### config.mk
export PLATFORM = sky130hd
export DESIGN_NAME = uart_rx
export DESIGN_NICKNAME = d
export VERILOG_FILES = /design/src/rtl/uart_pkg.sv /design/src/rtl/uart_rx_sync.sv /design/src/rtl/uart_rx.sv
export SDC_FILE = /design/constraint.sdc
export NUM_CORES = 1
export LEC_CHECK = 0
export BUFFER_PORTS_ARGS = -buffer_cell sky130_fd_sc_hd__buf_4
export CAP_MARGIN = 20
export CORE_MARGIN = 3
export CORE_UTILIZATION = 35
export CTS_CLUSTER_SIZE = 28
export DETAILED_ROUTE_END_ITERATION = 12
export PLACE_DENSITY = 0.62
export SYNTH_ARGS = -nofsm -noshare
export SYNTH_HDL_FRONTEND = slang
export SYNTH_SLANG_ARGS = --single-unit
### constraint.sdc
create_clock -name i_clk -period 1.85 [get_ports i_clk]
set_input_delay 0.185 -clock i_clk [delete_from_list [all_inputs] [get_ports i_clk]]
set_output_delay 0.185 -clock i_clk [all_outputs]
set_load 0.02 [all_outputs]
### src/rtl/uart_pkg.sv
// Shared UART definitions: receiver/transmitter FSM states and default frame constants.
package uart_pkg;

  typedef enum logic [1:0] {
    IDLE  = 2'd0,
    START = 2'd1,
    DATA  = 2'd2,
    STOP  = 2'd3
  } uart_state_e;

  localparam int UART_SIZE_DATA   = 8;
  localparam int UART_OVER_SAMPLE = 16;
  localparam int UART_MID_SAMPLE  = 8;

endpackage

### src/rtl/uart_rx_sync.sv
// Two-flop synchronizer for the serial line; resets to the idle (high) level.
module uart_rx_sync (
  input  logic i_clk,
  input  logic i_rst,
  input  logic i_d,
  output logic o_q
);

  logic meta;

  always_ff @(posedge i_clk or posedge i_rst) begin
    if (i_rst) begin
      meta <= 1'b1;
      o_q  <= 1'b1;
    end else begin
      meta <= i_d;
      o_q  <= meta;
    end
  end

endmodule

### src/rtl/uart_rx.sv
// Oversampling UART receiver: start/data/stop FSM sampling each bit at its mid-point.
// Define UART_RX_SYNC_EN to route i_rx_serial through a 2-flop synchronizer.
module uart_rx
  import uart_pkg::*;
#(
  parameter int SIZE_DATA   = UART_SIZE_DATA,
  parameter int OVER_SAMPLE = UART_OVER_SAMPLE,
  parameter int MID_SAMPLE  = UART_MID_SAMPLE
) (
  input  logic                 i_clk,
  input  logic                 i_rst,
  input  logic                 i_stick,
  input  logic                 i_rx_serial,
  output logic [SIZE_DATA-1:0] o_rx_data,
  output logic                 o_rx_done,
  output logic                 o_frame_err,
  output logic                 o_busy
);

  localparam int TW = $clog2(OVER_SAMPLE);
  localparam int BW = $clog2(SIZE_DATA + 1);
  localparam logic [TW-1:0] TICK_MID = TW'(MID_SAMPLE - 1);
  localparam logic [TW-1:0] TICK_END = TW'(OVER_SAMPLE - 1);
  localparam logic [BW-1:0] BIT_LAST = BW'(SIZE_DATA - 1);

  logic rx;

`ifdef UART_RX_SYNC_EN
  uart_rx_sync u_sync (
    .i_clk (i_clk),
    .i_rst (i_rst),
    .i_d   (i_rx_serial),
    .o_q   (rx)
  );
`else
  assign rx = i_rx_serial;
`endif

  uart_state_e          state;
  logic [TW-1:0]        tick;
  logic [BW-1:0]        bit_cnt;
  logic [SIZE_DATA-1:0] shift;

  always_ff @(posedge i_clk or posedge i_rst) begin
    if (i_rst) begin
      state       <= IDLE;
      tick        <= '0;
      bit_cnt     <= '0;
      shift       <= '0;
      o_rx_data   <= '0;
      o_rx_done   <= 1'b0;
      o_frame_err <= 1'b0;
      o_busy      <= 1'b0;
    end else begin
      o_rx_done   <= 1'b0;
      o_frame_err <= 1'b0;
      case (state)
        // start detection is per clock, so a start right after a stop mid-point is caught
        IDLE: if (!rx) begin
          state  <= START;
          tick   <= '0;
          o_busy <= 1'b1;
        end
        START: if (i_stick) begin
          if (tick == TICK_MID) begin
            tick <= '0;
            if (!rx) begin
              state   <= DATA;
              bit_cnt <= '0;
            end else begin
              state  <= IDLE;
              o_busy <= 1'b0;
            end
          end else begin
            tick <= tick + TW'(1);
          end
        end
        DATA: if (i_stick) begin
          if (tick == TICK_END) begin
            tick    <= '0;
            shift   <= {rx, shift[SIZE_DATA-1:1]};
            bit_cnt <= bit_cnt + BW'(1);
            if (bit_cnt == BIT_LAST) state <= STOP;
          end else begin
            tick <= tick + TW'(1);
          end
        end
        STOP: if (i_stick) begin
          if (tick == TICK_END) begin
            tick   <= '0;
            state  <= IDLE;
            o_busy <= 1'b0;
            if (rx) begin
              o_rx_data <= shift;
              o_rx_done <= 1'b1;
            end else begin
              o_frame_err <= 1'b1;
            end
          end else begin
            tick <= tick + TW'(1);
          end
        end
        default: begin
          state  <= IDLE;
          o_busy <= 1'b0;
        end
      endcase
    end
  end

endmodule

==> results of run 1 <==
==> placed cells by master, fill, tap and decap left out, types with 2 or more instances in the layout <==
master    Yosys  routed
a21oi_1       5       5
nor2_1        6       6
nand2_1       5       5
and3_1        3       3
a31oi_1       3       3
nand4b_1      2       2
mux2i_1       2       2
nand3_1       4       4
clkbuf_8      0       6
dfrtp_1      29      29
buf_4         2      17
ha_1          2       2
inv_1         6       6
mux2_2       17      17
o21ai_0       7       7
o22ai_1       2       2
==> repair_timing <==
| item | 4_1_cts | 5_1_grt |
|---|---|---|
| hold endpoints to repair | 29 | 0 |
| setup endpoints to repair | 0 | 1 |
| hold buffers | 1 | 0 |
| setup buffers | 0 | 1 |
==> power groups by stage <==
stage               Sequential, µW  Clock [µW]  Combinational [µW]
floorplan                      785           0                 364
global placement               833           0                 387
detailed placement             839           0                 403
CTS                            828         687                 409
global route                   843         715                 461
finish                         830         674                 407
==> per-stage QoR <==
stage / setup WS [ps] / cell area (µm²) / hold slack, ps / utilization, %
2_1_floorplan: 315 / 1380 / 263 / -
3_3_place_gp: 193 / 1530 / 275 / 41.3
3_5_place_dp: 145 / 1530 / 284 / 41.3
4_1_cts: 135 / 1660 / 164 / 44.7
5_1_grt: 35.7 / 1680 / 171 / 45.2
6_report: 178 / 1680 / 170 / 45.2
==> final cells by class <==
class                   count  area share [%]
flip-flops and latches     29            43.2
repair buffers             19            9.38
inverters                   6            1.34
clock inverters             1            1.79
well taps                  48            3.57
clock buffers               7            5.14
multi-input cells          75            35.6
==> logic make-up after synthesis <==
| group | share of synthesized area, % |
|---|---|
| XOR/XNOR | 0.636 |
| AO/OA/AOI/OAI | 9.18 |
| adder cells (fa/ha/maj) | 1.82 |
| multiplexers | 15.4 |
| AND/OR/NAND/NOR | 16.5 |
| flip-flops | 52.7 |
| buffers and inverters | 3.82 |
==> how the worst max path moves through the flow <==
| stage | endpoint | slack, ps | startpoint | depth (start not counted) |
|---|---|---|---|---|
| detailed placement | shift[7] | 150 | tick[1] | 4 |
| finish | o_rx_data[1] | 180 | tick[1] | 5 |
| global route | o_rx_data[0] | 40 | tick[1] | 5 |
| floorplan | shift[0] | 320 | tick[1] | 4 |
| CTS | shift[7] | 140 | tick[1] | 4 |
| global placement | shift[7] | 190 | tick[1] | 4 |
==> sequential cells by signal (all words and copies together) (netlist names), named ones only <==
| register | count |
|---|---|
| tick | 4 |
| bit_cnt | 4 |
| state | 1 |
| o_rx_data | 8 |
| o_busy | 1 |
| o_rx_done | 1 |
| shift | 8 |
| o_frame_err | 1 |
==> worst max-delay path, stage by stage, from the launching register on <==
cell     delay [ps]
dfrtp_1         380
ha_1            280
nand3_4         160
nor2_4          140
nand3_2         240
mux2_2          350
==> per-layer routing <==
layer	global-route usage [%]	wire length, µm
met5	0	0
met4	5.11	42
met3	5.19	101
met2	20.0	1250
met1	15.0	1130
==> impl_metrics.env, run 1 <==
export IMPL_fin_crit_sh_pct=90.4
export IMPL_multi_input_area_um2=598
export IMPL_maxCapViolations=0
export IMPL_required_ps=2020
export IMPL_fp_dieH_um=68.7
export IMPL_grt_usage_pct=12.6
export IMPL_synth_top_area_share_pct=52.7
export IMPL_start_kind="register"
export IMPL_core_area_um2=3720
export IMPL_p_int_uw=1320
export IMPL_die_x_um=68.7
export IMPL_yosysMostFrequentCell="dfrtp_1"
export IMPL_dp_hpwl_um=1740
export IMPL_setup_violations=0
export IMPL_num_antenna_cells=0
export IMPL_synthTopCellsByArea="dfrtp_1 53%, mux2_2 14%, o21ai_0 2.5%, a21oi_1 1.8%, ha_1 1.8%"
export IMPL_synthesis_nets=121
export IMPL_grt_first_pass_wirelength_um=4330
export IMPL_synth_top_cell_by_area="dfrtp_1"
export IMPL_timing_rr_start="tick[1]"
export IMPL_crit_arrival_ps=1840
export IMPL_first_pass_iters=4
export IMPL_syn_to_final_growth_pct=22.1
export IMPL_drtIter0Drc=8
export IMPL_port_buffers=14
export IMPL_r2r_end="o_rx_data[1]"
export IMPL_dieArea_um2=4720
export IMPL_maxSlewHeadroom_pct=69.8
export IMPL_post_drt_via_cell_ratio=5.01
export IMPL_p_per_area_nw_per_um2=1140
export IMPL_syn_avg_cell_area_um2=12.0
export IMPL_worstMarginPinSlew_ps=454
export IMPL_status="finished clean"
export IMPL_finalHoldViolations=0
export IMPL_cts_max_path_buffers=2
export IMPL_rsz0062_at_grt="false"
export IMPL_power_total_uw=1910
export IMPL_synthCells=115
export IMPL_cts_tree="built"
export IMPL_cp_end_kind="register"
export IMPL_r2r_setup_slack_ps=180
export IMPL_rows=22
export IMPL_antenna_found_initial=0
export IMPL_io_pins=15
export IMPL_cts_resized=0
export IMPL_fin_tns_setup_ps=0
export IMPL_worstHoldStart="i_rx_serial"
export IMPL_finalNetCount=142
export IMPL_leakage_uw=0.000838
export IMPL_final_cells=185
export IMPL_combPwrFrac_pct=21.3
export IMPL_fin_crit_ps=1670
export IMPL_drive_gt1_share_pct=35.0
export IMPL_min_path_type="in -> reg"
export IMPL_register_area_um2=726
export IMPL_worstSetupPathType="reg -> reg"
export IMPL_ys_flop_type="dfrtp_1"
export IMPL_h_tree_depth=2
export IMPL_rr_worst_depth=5
export IMPL_synth_common_cells="29 x dfrtp_1, 17 x mux2_2, 7 x o21ai_0"
export IMPL_fillCellCount=355
export IMPL_dp_cells=175
export IMPL_clkTransAtPathRegs_ps=60
export IMPL_swShare_pct=31.0
export IMPL_hold_depth=2
export IMPL_synth_seq_area_share_pct=52.7
export IMPL_seqPwrFrac_pct=43.4
export IMPL_postRouteAntennaNets=0
export IMPL_start_util_pct=37.0
export IMPL_peakVddDrop_mv=0.726
export IMPL_drcViolationCount=0
export IMPL_switchingPower_uw=592
export IMPL_synth_yosys_warnings=0
export IMPL_grt_overflow_total=0
export IMPL_wl_um=2520
export IMPL_synth_seq_cells=29
export IMPL_fmaxAchievable_ghz=0.598
export IMPL_clk_insertion_delay_late_ps=280
export IMPL_grt_max_degree=30
export IMPL_netlist_area_um2=1380
export IMPL_synth_edf_count=0
export IMPL_clkPwrFrac_pct=35.3
export IMPL_grt_pass1_vias=952
export IMPL_clock_sinks=29
export IMPL_synth_cell_types=34
export IMPL_holdPathEnd="o_frame_err"
export IMPL_synthArstFlopShare_pct=100
export IMPL_finalMaxSlewViolations=0
export IMPL_cts_buffers=5
export IMPL_place_gp_congestion=0.754
export IMPL_clock_skew_ps=3.80
export IMPL_cp_max_fo=9
export IMPL_clockRootBuffer="clkbuf_8"
export IMPL_wl_per_cell_um=13.6
export IMPL_vias=927
Power figures use the tool's default switching activity.
==> run 2, diff against run 1 <==
--- a/config.mk
+++ b/config.mk
@@ -7,11 +7,15 @@
 export LEC_CHECK = 0
 export BUFFER_PORTS_ARGS = -buffer_cell sky130_fd_sc_hd__buf_4
 export CAP_MARGIN = 20
+export CELL_PAD_IN_SITES_DETAIL_PLACEMENT = 1
+export CELL_PAD_IN_SITES_GLOBAL_PLACEMENT = 2
 export CORE_MARGIN = 3
 export CORE_UTILIZATION = 35
 export CTS_CLUSTER_SIZE = 28
 export DETAILED_ROUTE_END_ITERATION = 12
-export PLACE_DENSITY = 0.62
+export PLACE_DENSITY = 0.81
+export SLEW_MARGIN = 10
 export SYNTH_ARGS = -nofsm -noshare
 export SYNTH_HDL_FRONTEND = slang
+export SYNTH_HIERARCHICAL = 1
 export SYNTH_SLANG_ARGS = --single-unit
==> run 2 against run 1 <==
  * Design area decreased by 3.2%
  * First-iteration DRC count increased to 3.4 times the previous value
  * Die area unchanged
  * Synthesized cell count unchanged
  * Clock power decreased by 27%
  * Fmax decreased by 1.8%
  * Combinational power about the same
  * Global-route usage increased by 1.1 points
  * Via count increased by 1.7%
  * Utilization decreased by 1.4 points
  * Clock-buffer cell count decreased by 1
  * Critical path type unchanged
  * Critical endpoint is now shift[4]
==> impl_metrics.env, run 2 <==
export IMPL_worstMarginPinSlew_ps=482
export IMPL_dp_hpwl_um=1910
export IMPL_fmaxAchievable_ghz=0.587
export IMPL_wl_per_cell_um=14.5
export IMPL_worstSetupPathType="reg -> reg"
export IMPL_synthesis_nets=121
export IMPL_postRouteAntennaNets=0
export IMPL_grt_first_pass_wirelength_um=4590
export IMPL_status="finished clean"
export IMPL_antenna_found_initial=0
export IMPL_netlist_area_um2=1380
export IMPL_synthArstFlopShare_pct=100
export IMPL_final_common_cell="dfrtp_1"
export IMPL_port_buffers=14
export IMPL_place_gp_congestion=0.804
export IMPL_io_pins=15
export IMPL_clockRootBuffer="clkbuf_8"
export IMPL_core_area_um2=3720
export IMPL_required_ps=2010
export IMPL_wl_um=2670
export IMPL_dr_wl_met2_um=1270
export IMPL_crit_path_max_incr_delay_ps=390
export IMPL_setup_violations=0
export IMPL_synth_edf_count=0
export IMPL_finalNetCount=141
export IMPL_drcViolationCount=0
export IMPL_vias=943
export IMPL_cts_resized=0
export IMPL_leakage_uw=0.000816
export IMPL_placed_cell_area_um2=1530
export IMPL_cp_end_kind="register"
export IMPL_crit_chain="ha_1, nand3_4, nor3_4, mux2_2"
export IMPL_cts_buffers=5
export IMPL_fin_crit_ps=1700
export IMPL_first_pass_iters=4
export IMPL_grt_usage_pct=13.7
export IMPL_yosysMostFrequentCell="dfrtp_1"
export IMPL_route_layer_met1_wl_um=1270
export IMPL_worst_path_max_delay_cell="dfrtp_1"
export IMPL_synth_top_area_share_pct=52.7
export IMPL_highest_layer="met4"
export IMPL_num_antenna_cells=0
export IMPL_grt_overflow_total=0
export IMPL_drive_gt1_share_pct=34.6
export IMPL_finalMaxSlewViolations=0
export IMPL_cts_max_path_buffers=2
export IMPL_finalHoldViolations=0
export IMPL_clock_skew_ps=4.42
export IMPL_synth_cell_types=34
export IMPL_largest_registers="o_rx_data: 8 flops, shift: 8 flops"
export IMPL_start_kind="register"
export IMPL_critPathBufInv=0
export IMPL_synth_top_cell_by_area="dfrtp_1"
export IMPL_ys_flop_type="dfrtp_1"
export IMPL_synth_yosys_warnings=6
export IMPL_p_per_area_nw_per_um2=1070
export IMPL_synthTopCellsByArea="dfrtp_1 53%, mux2_2 14%, o21ai_0 2.5%, a21oi_1 1.8%, ha_1 1.8%"
export IMPL_grt_max_degree=30
export IMPL_rsz0062_at_grt="false"
export IMPL_cp_max_fo=9
export IMPL_start_util_pct=37.0
export IMPL_clock_sinks=29
export IMPL_die_x_um=68.7
export IMPL_maxCapViolations=0
export IMPL_crit_family="simple AND/OR/NAND/NOR gates"
export IMPL_wl_met3_um=99
export IMPL_power_total_uw=1740
export IMPL_post_route_util_pct=43.8
export IMPL_clkTransAtPathRegs_ps=60
export IMPL_min_path_type="in -> reg"
export IMPL_finalInstanceArea_um2=1630
export IMPL_crit_arrival_ps=1870
export IMPL_peakVddDrop_mv=0.454
export IMPL_dieArea_um2=4720
export IMPL_fin_crit_sh_pct=92.1
export IMPL_synth_seq_cells=29
export IMPL_synthCells=115
export IMPL_h_tree_depth=2
export IMPL_grt_pass1_vias=929
export IMPL_synth_seq_area_share_pct=52.7
export IMPL_syn_to_final_growth_pct=18.2
export IMPL_syn_avg_cell_area_um2=12.0
export IMPL_layout_common_cells="29 x dfrtp_1, 17 x mux2_2, 17 x buf_4"
export IMPL_synth_common_cells="29 x dfrtp_1, 17 x mux2_2, 7 x o21ai_0"
export IMPL_clk_insertion_delay_late_ps=280
export IMPL_post_drt_via_cell_ratio=5.13
export IMPL_cts_tree="built"
export IMPL_rows=22
export IMPL_drtIter0Drc=27
export IMPL_fp_dieH_um=68.7
export IMPL_maxSlewHeadroom_pct=67.9
export IMPL_fin_tns_setup_ps=0
-- run 2: cell counts after synthesis --
No cell type changed its count.
-- run 2: worst paths after layout --
| kind | start | endpoint | slack, ps | depth (start not counted) |
|---|---|---|---|---|
| max | tick[1] | shift[4] | 150 | 4 |
| min | i_rx_serial | o_frame_err | 190 | 2 |
| max reg2reg | tick[1] | shift[4] | 150 | 4 |
| min reg2reg | bit_cnt[3] | bit_cnt[3] | 480 | 1 |
| max in group asynchronous | i_rst | tick[1] | 1040 | 4 |
| min in group asynchronous | i_rst | o_frame_err | 540 | 4 |
-- run 2: repair_timing --
action,CTS,global route
buffers inserted,0,0
hold buffers,1,0
setup endpoints to repair,0,0
endpoints found under the hold margin,29,0
-- run 2: worst register-to-register path: stages (launching register included) --
cell     delay, ps
dfrtp_1        390
ha_1           280
nand3_4        160
nor3_4         370
mux2_2         400
-- run 2: final cells by class --
class | count | area (µm²)
Clock buffer | 6 | 72.6
Inverter | 6 | 22.5
Tap cell | 48 | 60.1
Multi-Input combinational cell | 75 | 598
Fill cell | 419 | 2090
Timing Repair Buffer | 18 | 138
Sequential cell | 29 | 726
Clock inverter | 2 | 10.0
-- run 2: power by group --
part           switching [µW]  total, µW  internal [µW]
logic                     225        407            181
registers                 143        844            701
clock network             233        493            260
total                     602       1740           1140
-- run 2: routing by layer --
| metal | vias to the layer above | GRT usage (%) |
|---|---|---|
| li1 | 459 | - |
| met1 | 467 | 17.9 |
| met2 | 13 | 19.9 |
| met3 | 4 | 6.00 |
| met4 | 0 | 5.11 |
| met5 | - | 0 |
-- run 2: cells by family (layout without fill, tap and decap cells) --
family,after synthesis,count (layout),share of synthesized area (%)
simple gates,32,32,16.5
mux,19,19,15.4
compound gates,21,21,9.18
flops,29,29,52.7
fa+ha+maj,2,2,1.82
xor+xnor,1,1,0.636
buf+inv,11,32,3.82
-- run 2: per-stage QoR --
step	setup WS, ps	cells	hold WS (ps)
after floorplan	315	115	263
after global placement	211	175	284
after detailed placement	149	175	290
after CTS	140	184	179
after global routing	47.6	184	174
final	147	184	185
